--- src/rtl/cache_arbiter.sv ---
// Two-port round-robin arbiter sharing one L2 port between the icache and dcache.
// The FSM state doubles as the grant; last_winner breaks ties when both sides request.
module cache_arbiter #(
    parameter logic RESET_PRIO = 1'b1  // side that wins the first tie after reset: 1 = dcache, 0 = icache
) (
    input  logic         clk,
    input  logic         rst,

    input  logic [31:0]  icache_address,
    input  logic [255:0] icache_wdata,
    input  logic         icache_read,
    input  logic         icache_write,
    output logic         icache_resp,
    output logic [255:0] icache_rdata,

    input  logic [31:0]  dcache_address,
    input  logic [255:0] dcache_wdata,
    input  logic         dcache_read,
    input  logic         dcache_write,
    output logic         dcache_resp,
    output logic [255:0] dcache_rdata,

    output logic [31:0]  mem_address,
    output logic [255:0] mem_wdata,
    output logic         mem_read,
    output logic         mem_write,
    input  logic         mem_resp,
    input  logic [255:0] mem_rdata
);

    typedef enum logic [1:0] {
        IDLE    = 2'd0,
        SERVE_I = 2'd1,
        SERVE_D = 2'd2
    } state_t;

    state_t state, state_next;
    logic   last_winner, last_winner_next;  // 1 = dcache won the most recent grant

    logic i_req, d_req;

    assign i_req = icache_read | icache_write;
    assign d_req = dcache_read | dcache_write;

    // NOTE: sequential state uses non-blocking assignments so every flop samples pre-edge values.
    always_ff @(posedge clk or posedge rst) begin
        if (rst) begin
            state       <= IDLE;
            last_winner <= ~RESET_PRIO;
        end else begin
            state       <= state_next;
            last_winner <= last_winner_next;
        end
    end

    // NOTE: defaults first so every path assigns every output and no latch is inferred.
    always_comb begin
        state_next       = state;
        last_winner_next = last_winner;
        case (state)
            IDLE: begin
                if (i_req && (!d_req || last_winner)) begin
                    state_next       = SERVE_I;
                    last_winner_next = 1'b0;
                end else if (d_req) begin
                    state_next       = SERVE_D;
                    last_winner_next = 1'b1;
                end
            end
            // A granted side that drops its strobe early is still held until L2 answers.
            SERVE_I: if (mem_resp) state_next = IDLE;
            SERVE_D: if (mem_resp) state_next = IDLE;
            default: state_next = IDLE;
        endcase
    end

    always_comb begin
        mem_address = '0;
        mem_wdata   = '0;
        mem_read    = 1'b0;
        mem_write   = 1'b0;
        icache_resp = 1'b0;
        dcache_resp = 1'b0;
        case (state)
            SERVE_I: begin
                mem_address = icache_address;
                mem_wdata   = icache_wdata;
                mem_write   = icache_write;
                mem_read    = icache_read & ~icache_write;  // write takes precedence
                icache_resp = mem_resp;
            end
            SERVE_D: begin
                mem_address = dcache_address;
                mem_wdata   = dcache_wdata;
                mem_write   = dcache_write;
                mem_read    = dcache_read & ~dcache_write;
                dcache_resp = mem_resp;
            end
            default: ;
        endcase
    end

    assign icache_rdata = mem_rdata;
    assign dcache_rdata = mem_rdata;

endmodule

--- config.mk ---
export PLATFORM = sky130hd
export DESIGN_NAME = cache_arbiter
export DESIGN_NICKNAME = d
export VERILOG_FILES = /design/src/rtl/cache_arbiter.sv
export SDC_FILE = /design/constraint.sdc
export NUM_CORES = 1
export LEC_CHECK = 0
export ABC_AREA = 0
export BUFFER_PORTS_ARGS = -buffer_cell sky130_fd_sc_hd__buf_2
export CORE_AREA = 2 2 634 636
export CTS_CLUSTER_DIAMETER = 30
export DETAILED_ROUTE_END_ITERATION = 10
export DIE_AREA = 0 0 636 638
export GPL_ROUTABILITY_DRIVEN = 0
export PLACE_DENSITY_LB_ADDON = 0.08
export SLEW_MARGIN = 20
export SYNTH_ARGS = -nofsm -noshare
export SYNTH_HDL_FRONTEND = slang
export SYNTH_SLANG_ARGS = --single-unit
--- constraint.sdc ---
create_clock -name clk -period 1.52 [get_ports clk]
set_clock_uncertainty 0.2 [all_clocks]
set_input_delay 0.152 -clock clk [delete_from_list [all_inputs] [get_ports clk]]
set_output_delay 0.152 -clock clk [all_outputs]
set_load 0.005 [all_outputs]
==> impl_metrics.ini, run 1 <==
[yosys]
synth_top_area_share_pct = 45.6
synth_top_area_cell = buf_4
synthCells = 1213
postSynthAreaPerCell_um2 = 6.97
synth_fp_nets = 2055
ys_ff_latch = 3
synthTopCellsByArea = buf_4, a22oi_1, nor2b_1, clkbuf_1, buf_2
synth-edff-count = 0
ys.flop_type = dfrtp_1
yosys-top-cells-count = buf_4, a22oi_1, nor2b_1
synth_area_um2 = 8450
synth_warnings = 0
synth.distinct_cells = 20
synth_most_common_cell = buf_4
async_reset_ff_share_pct = 100
seq_area_frac_synth_pct = 0.888

[timing]
finalSetupViolCount = 294
worst_slack_ps = -1030
rsz0062_at_grt = true
worst_pin_slew_ps = 602
maxSlewViolCount = 0
period_share_pct = 168
final_hold_viol_count = 0
worst_hold_slack_ps = 104
min_period_ps = 2550
maxSlewHeadroom_pct = 59.9
fin_setup_tns_ps = -257430
max_freq_ghz = 0.393

[global_routing]
antenna_found_initial = 150
gr-total-overflow = 0
grt_max_degree = 51
track_usage_pct = 9.64
grt_pass1_wl_mm = 235
grt_pass1_vias = 12400

[worst_hold_path]
holdCritPathClass = primary input to output pin

[clocking]
cts.sinks = 3
cts_root_buf = clkbuf_16
cts_buffers = 3
clock_latency_ps = 220
cts_max_level = 1
clk_pin_slew_ps = 30
clk_path_buf_depth = 2
cts_tree = yes

[pwr]
ir_drop_mv = 0.638
power_uw = 38500
power.density_nw_per_um2 = 1710
p_leak_uw = 0.00764

[floorplan]
start_util_pct = 2.12
core_um2 = 399000
io_pins = 1643
fp.dieW_um = 636
die_area_um2 = 406000
rows = 232
die_h_um = 638

[run_status]
violations = setup timing
outcome = finished with violations

[routing]
drt_first_pass_iters = 4
drc = 0
wirelength_mm = 212
wire_per_inst_um = 30.0
vias_per_cell = 1.75
dr.first_iter.drc_count = 660
vias = 12400
ant_nets = 0

[final_layout]
synthToLayoutAreaGrowth_pct = 166
drive_above_1_share_pct = 82.2
layout.cells.non_filler = 7071
nets = 2631
utilization_pct = 5.65

[setup_path]
required_ps = 1170
critical_path.max_fanout = 10
rr_endpoint = state[1]
cp_cell_sequence = inv_2 -> ha_4 -> buf_12 -> clkbuf_16 -> buf_16 -> a22oi_2 -> nor2b_2 -> buf_2
worst-path-buf-inv = 5
cp_top_family = buffers and inverters
critPathLaunch = state[0]
cp_slowest_cell = a22oi_2
crit_type = flop to output pin
crit_end = mem_wdata[142]
r2r_cells = 7
max_stage_delay_ps = 460
r2r_slack_ps = -520
r2r-start = state[0]
critical_path_arrival_ps = 2190
worst_setup_path_end_kind = output pin
start_kind = flop
critical_path_depth = 8

[placement]
dp_hpwl_mm = 189
portBuffers = 874
numPlacedInstances = 6946

[flow_run]
maxCapViolCount = 0
-- stage by stage --
step                      setup WS, ps  cell area (um2)
after floorplan                  -20.5             8700
after global placement           -1750            18400
after detailed placement         -1460            18500
after CTS                        -1100            20300
after global routing             -1100            22500
final                            -1030            22500
-- metal layers --
layer	share of wire [%]	vias up	GRT usage, %	wire [um]
met5	0.46	-	1.04	979
met4	3.5	66	2.53	7470
met3	18	387	8.03	37600
met1	32	5682	8.94	68300
li1	-	4837	-	-
met2	46	1434	15.9	97700
-- layout by cell type (no fill, tap or decap) --
| cell type | count |
|---|---|
| nor2b_4 | 79 |
| a21oi_1 | 1 |
| clkbuf_16 | 18 |
| buf_6 | 103 |
| nor2_1 | 1 |
| a22oi_2 | 159 |
| nor2b_2 | 42 |
| o22a_1 | 1 |
| dlygate4sd3_1 | 1 |
| a31oi_1 | 1 |
| o22ai_1 | 4 |
| clkbuf_1 | 1 |
| diode_2 | 18 |
| or4_4 | 1 |
| and2_4 | 1 |
| buf_12 | 128 |
| a22oi_1 | 130 |
| o21a_1 | 1 |
| inv_2 | 2 |
| buf_16 | 26 |
| or2b_4 | 1 |
| and2_1 | 2 |
| inv_1 | 2 |
| buf_2 | 712 |
| ha_4 | 3 |
| buf_8 | 12 |
| nand2_1 | 2 |
| dfrtp_1 | 3 |
| nand3_1 | 1 |
| nor2b_1 | 168 |
| bufbuf_16 | 5 |
| clkbuf_4 | 8 |
| buf_4 | 169 |
-- report_power, final --
group	switching, uW	leakage, uW	internal [uW]	total, uW
clock network	68.4	0.0000383	346	414
registers	38.2	0.0000369	117	155
logic	19500	0.00757	18400	38000
-- flip-flops by register name, indices dropped and copies added (netlist names) --
register     cells
last_winner      1
state            2
-- worst register-to-register path, stage by stage, from the launching register on --
cell and delay (ps):
dfrtp_1 400, inv_2 80, buf_4 160, ha_4 310, buf_8 180, or2b_4 290
o21a_1 120, o22ai_1 200
-- cell families (layout without fill, tap and decap cells) --
family                     after synthesis  count (layout)  share of synthesized area (%)
buffers and inverters                  612            1187                           50.3
AOI/OAI and AO/OA                      297             297                           26.3
other                                    0              18                              0
DFF                                      3               3                          0.888
and+or+nand+nor                        298             298                           22.0
adders and majority gates                3               3                          0.444
-- how the worst min path moves through the flow --
stage | slack, ps | cells after the start | startpoint | to
after detailed placement | -60 | 2 | rst | state[1]
after CTS | 100 | 3 | dcache_read | last_winner
after global placement | -60 | 2 | rst | last_winner
after floorplan | -290 | 1 | rst | last_winner
final | 100 | 0 | mem_rdata[141] | icache_rdata[141]
after global routing | 100 | 0 | mem_rdata[59] | icache_rdata[59]
-- repair_timing --
item | 4_1_cts | 5_1_grt
gates resized for setup | 251 | 358
cloned | 10 | 22
hold buffers | 1 | 0
buffers inserted | 32 | 45
endpoints found under the hold margin | 3 | 0
setup endpoints to repair | 294 | 294
pin swaps | 9 | 13
-- layout make-up --
type,instances,area [um2]
Multi-Input combinational cell,598,5660
Inverter,4,15.0
Fill cell,47200,376000
Clock buffer,4,78.8
Antenna cell,18,45.0
Sequential cell,3,75.1
Tap cell,5265,6590
Timing Repair Buffer,1179,10100
Power figures use the tool's default switching activity.
==> inputs of run 2 (changes only) <==
--- a/config.mk
+++ b/config.mk
@@ -8,7 +8,7 @@
 export ABC_AREA = 0
-export BUFFER_PORTS_ARGS = -buffer_cell sky130_fd_sc_hd__buf_2
-export CORE_AREA = 2 2 634 636
+export CORE_AREA = 2 2 633 635
 export CTS_CLUSTER_DIAMETER = 30
 export DETAILED_ROUTE_END_ITERATION = 10
-export DIE_AREA = 0 0 636 638
+export DIE_AREA = 0 0 635 637
+export DONT_BUFFER_PORTS = 1
 export GPL_ROUTABILITY_DRIVEN = 0
--- a/constraint.sdc
+++ b/constraint.sdc
@@ -4,2 +4,2 @@
 set_output_delay 0.152 -clock clk [all_outputs]
-set_load 0.005 [all_outputs]
+set_load 0.01 [all_outputs]
==> run 2 against run 1 <==
  * The run still ends with setup timing left
  * Combinational power grew 7.9%
  * Clock-buffer cell count did not move
  * Non-clock buffer count fell by 730
  * Via count shrank 24%
  * Sequential cell count did not move
  * Routed wire length grew 1.5%
  * Cell area shrank 9.1%
  * Utilization down 0.51 points
  * Hold slack lost 88 ps
  * Critical path type unchanged
  * Largest power group unchanged
==> impl_metrics.ini, run 2 (synthesis gave the netlist of run 1 again) <==
[timing]
finalSetupViolCount = 294
final_hold_viol_count = 0
min_period_ps = 2740
worst_slack_ps = -1220
rsz0062_at_grt = true
max_freq_ghz = 0.365
period_share_pct = 180
maxSlewHeadroom_pct = 58.2
maxSlewViolCount = 0
worst_pin_slew_ps = 626

[clocking]
clock_latency_ps = 220
clk_path_buf_depth = 2
cts_tree = yes
cts.sinks = 3
cts_max_level = 1
cts_root_buf = clkbuf_16
cts_buffers = 3
clk_pin_slew_ps = 30

[final_layout]
layout_common_cells = buf_12, a22oi_2, buf_4, nor2b_4, a22oi_1
reg.largest.list = state (2), last_winner (1)
nFillCells = 46800
drive_above_1_share_pct = 82.3
largest_register_ffs = 2
layout.cells.non_filler = 6352
synthToLayoutAreaGrowth_pct = 142
final_common_cell = buf_12
top_register = state
final_area_um2 = 20500
nets = 1901

[placement]
dp_hpwl_mm = 192
dp_slack_ps = -1640
place_area_um2 = 17000
portBuffers = 0
numPlacedInstances = 6233

[routing]
dr.first_iter.drc_count = 755
wirelength_mm = 215
drc = 0
vias_per_cell = 1.49
vias = 9447
drt_first_pass_iters = 5
wire_per_inst_um = 33.9
ant_nets = 0

[global_routing]
grt_max_degree = 51
track_usage_pct = 10.0
antenna_found_initial = 73
grt_pass1_wl_mm = 237
gr-total-overflow = 0
grt_pass1_vias = 9415

[run_status]
outcome = finished with violations
violations = setup timing

[setup_path]
worst-path-buf-inv = 6
cp_top_family = buffers and inverters
worst_setup_path_end_kind = output pin
critical_path_arrival_ps = 2390
required_ps = 1170
max_stage_delay_ps = 540
start_kind = flop
r2r_slack_ps = -620
cpMostUsedCell = buf_16
cp_cell_sequence = buf_6 -> ha_4 -> buf_16 -> buf_16 -> buf_12 -> a22oi_2 -> buf_16 -> nor2b_4 -> buf_12
critical_path.max_fanout = 5
crit_type = flop to output pin
cp_slowest_cell = a22oi_2

[pwr]
combPwrFrac_pct = 98.6
p_int_uw = 19900
power_uw = 41600
power.density_nw_per_um2 = 2030
p_leak_uw = 0.00507
p_sw_share_pct = 52.0
p_switching_uw = 21600
power_frac_clock_pct = 1.0
ir_drop_mv = 0.634
seq_power_share_pct = 0.4

[flow_run]
maxCapViolCount = 0

[floorplan]
core_um2 = 398000
die_h_um = 637
die_area_um2 = 404000
start_util_pct = 2.12
fp.dieW_um = 635
rows = 232
io_pins = 1643

[worst_hold_path]
holdCritPathClass = primary input to flop
==> run 2: through the flow <==
step / hold WS, ps / utilization (%) / TNS, ps
after floorplan: -294 / - / -14740
after global placement: -247 / 4.18 / -287920
after detailed placement: -247 / 4.27 / -257730
after CTS: 7.73 / 4.85 / -310540
after global routing: 20.8 / 5.14 / -313620
final: 15.8 / 5.14 / -288560
==> run 2: final timing paths <==
check	start	end	depth (start not counted)
min in group asynchronous	rst	state[1]	2
setup / recovery	state[0]	mem_wdata[174]	9
hold / removal	icache_read	state[0]	2
hold reg to reg	last_winner	last_winner	2
setup reg to reg	state[0]	state[1]	9
max in group asynchronous	rst	state[0]	2
==> run 2: what timing repair did <==
action,in CTS,in global routing
setup buffers,41,21
resized for setup,278,174
endpoints found under the setup margin,294,294
gates cloned,19,9
hold buffers,2,0
pin swaps,21,23
endpoints found under the hold margin,4,0
==> run 2: per-layer routing <==
metal | track usage (%) | wire length (um)
met5 | 0.213 | 489
met4 | 2.33 | 6180
met3 | 9.50 | 43800
met2 | 16.4 | 99800
met1 | 8.89 | 65100
==> run 2: area by class of cell <==
type / count / area (um2) / area share [%]
multi-input combinational: 598 / 6270 / 30.6
clock buffer: 4 / 78.8 / 0.385
sequential: 3 / 76.3 / 0.373
timing repair buffer: 449 / 7370 / 36.0
antenna: 29 / 72.6 / 0.354
inverter: 4 / 17.5 / 0.0856
tap: 5265 / 6590 / 32.2
==> run 2: power by group through the flow <==
| stage | sequential, uW | combinational (uW) | clock, uW |
|---|---|---|---|
| global route | 151 | 43800 | 435 |
| floorplan | 138 | 11500 | 0 |
| finish | 147 | 41000 | 419 |
| detailed placement | 154 | 32100 | 0 |
| global placement | 163 | 31500 | 0 |
| CTS | 147 | 40700 | 425 |
==> inputs of run 3 (changes only) <==
- CTS_BUF_LIST: not set -> sky130_fd_sc_hd__clkbuf_4
==> run 3 against run 2 <==
  * The flow finishes with violations (hold timing, setup timing)
  * Combinational power is 13% higher
  * Critical path depth stayed put
  * Worst setup slack better by 6.1 ps
  * Clock-buffer cell count stayed put
  * Fmax is 0.22% higher
  * Utilization is 0.33 points higher
  * Non-clock buffer count is 44 higher
  * Final cell count is 0.63% higher
  * Cell area is 6.3% higher
  * Sequential share of layout area hardly changed
  * Sequential cell count stayed put
  * Largest power group unchanged
==> impl_metrics.ini, run 3 (synthesis gave the netlist of run 1 again) <==
[run_status]
outcome = finished with violations
violations = hold timing, setup timing

[floorplan]
die_h_um = 637
start_util_pct = 2.12
fp.dieW_um = 635
core_um2 = 398000
io_pins = 1643
die_area_um2 = 404000
rows = 232

[global_routing]
track_usage_pct = 10.1
gr-total-overflow = 0
grt_pass1_wl_mm = 238
antenna_found_initial = 83
grt_pass1_vias = 9416
grt_max_degree = 48

[timing]
worst_pin_slew_ps = 645
worst_hold_slack_ps = -28.5
fin_setup_tns_ps = -298010
max_freq_ghz = 0.366
rsz0062_at_grt = true
maxSlewViolCount = 0
final_hold_viol_count = 1
finalSetupViolCount = 294
min_period_ps = 2730
maxSlewHeadroom_pct = 57.0
worst_slack_ps = -1210
period_share_pct = 180

[pwr]
combPwrFrac_pct = 99.3
power.density_nw_per_um2 = 2140
seq_power_share_pct = 0.3
p_int_uw = 23000
p_sw_share_pct = 50.7
power_frac_clock_pct = 0.3
p_leak_uw = 0.00567
p_switching_uw = 23700
ir_drop_mv = 0.730

[placement]
numPlacedInstances = 6233
dp_slack_ps = -1640
dp_hpwl_mm = 192
portBuffers = 0

[routing]
wirelength_mm = 222
drc = 0
ant_nets = 0
drt_first_pass_iters = 7
vias = 9792
vias_per_cell = 1.53
dr.first_iter.drc_count = 723
wire_per_inst_um = 34.8

[setup_path]
r2r_slack_ps = -770
cp_cell_sequence = buf_6 -> ha_4 -> buf_16 -> buf_16 -> buf_12 -> a22oi_2 -> buf_16 -> nor2b_4 -> buf_12
cp_slowest_cell = a22oi_2
critical_path_arrival_ps = 2380
cpMostUsedCell = buf_16
critical_path.max_fanout = 5
crit_type = flop to output pin
start_kind = flop
max_stage_delay_ps = 520
worst_setup_path_end_kind = output pin
required_ps = 1170

[clocking]
cts_tree = yes
cts_buffers = 3
cts_max_level = 1
holdBufCountCts = 3
cts_root_buf = clkbuf_4
clk_path_buf_depth = 2
cts.sinks = 3
clk_pin_slew_ps = 40
clock_latency_ps = 230

[final_layout]
layout.cells.non_filler = 6392
drive_above_1_share_pct = 87.0
layout_common_cells = buf_12, nor2b_4, a22oi_2, a22oi_1, buf_4
utilization_pct = 5.47
synthToLayoutAreaGrowth_pct = 158
reg.largest.list = state (2), last_winner (1)
largest_register_ffs = 2
final_common_cell = buf_12
nets = 1945
top_register = state
nFillCells = 46600

[flow_run]
maxCapViolCount = 0

[worst_hold_path]
holdCritPathClass = primary input to flop
[run 3: cell count changes in the layout (fill, tap and decap cells not counted), moves of 15 or more]
cell / before / now
clkbuf_16: 12 / 27
buf_4: 127 / 108
nor2b_4: 126 / 183
nor2b_1: 54 / 14
buf_6: 33 / 60
nor2b_2: 109 / 92
[run 3: per-layer routing]
layer / global-route usage [%] / wire length [um] / up-vias / part of all wire (%)
li1: - / - / 3474 / -
met1: 8.97 / 68200 / 4685 / 31
met2: 16.8 / 104000 / 1302 / 47
met3: 9.35 / 43200 / 287 / 19
met4: 2.11 / 5970 / 44 / 2.7
met5: 0.484 / 526 / - / 0.24
[run 3: power groups by stage]
stage                     Combinational [uW]  Clock [uW]  Sequential (uW)
final                                  46400         160              149
after global routing                   49400         175              153
after global placement                 31500           0              163
after floorplan                        11500           0              138
after CTS                              40300         168              147
after detailed placement               32100           0              154
[run 3: final cells by class]
| cell class | instances | area, um2 | area share [%] |
|---|---|---|---|
| timing repair buffer | 493 | 8320 | 38.2 |
| clock buffer | 4 | 30.0 | 0.138 |
| sequential | 3 | 76.3 | 0.351 |
| tap | 5265 | 6590 | 30.3 |
| antenna | 25 | 62.6 | 0.287 |
| multi-input combinational | 598 | 6670 | 30.6 |
| inverter | 4 | 20.0 | 0.0920 |
[run 3: path summary, 6_finish.rpt]
| path | startpoint | endpoint | cells after the start |
|---|---|---|---|
| hold / removal | dcache_write | last_winner | 2 |
| min in group asynchronous | rst | state[1] | 2 |
| setup / recovery | state[0] | mem_wdata[180] | 9 |
| hold reg to reg | last_winner | last_winner | 2 |
| setup reg to reg | state[0] | state[0] | 10 |
| max in group asynchronous | rst | state[0] | 2 |
[run 3: per-stage QoR]
stage / power [uW] / hold slack (ps) / area (um2)
after floorplan: 11700 / -294 / 9210
after global placement: 31700 / -247 / 16600
after detailed placement: 32200 / -247 / 17000
after CTS: 40600 / -44.2 / 19100
after global routing: 49700 / -36.8 / 21800
final: 46700 / -28.5 / 21800
[run 3: critical path, delay by kind of cell (launching register included)]
kind	cells	cell delay, ps
AND/OR/NAND/NOR	1	50
buffers and inverters	6	920
AO/OA/AOI/OAI	1	520
flip-flops	1	400
adder cells (fa/ha/maj)	1	170
[run 3: timing repair]
item	CTS	global route
pin swaps	23	28
endpoints found under the hold margin	5	1
buffers inserted	36	47
gates cloned	22	29
resized for setup	237	371
endpoints found under the setup margin	294	295
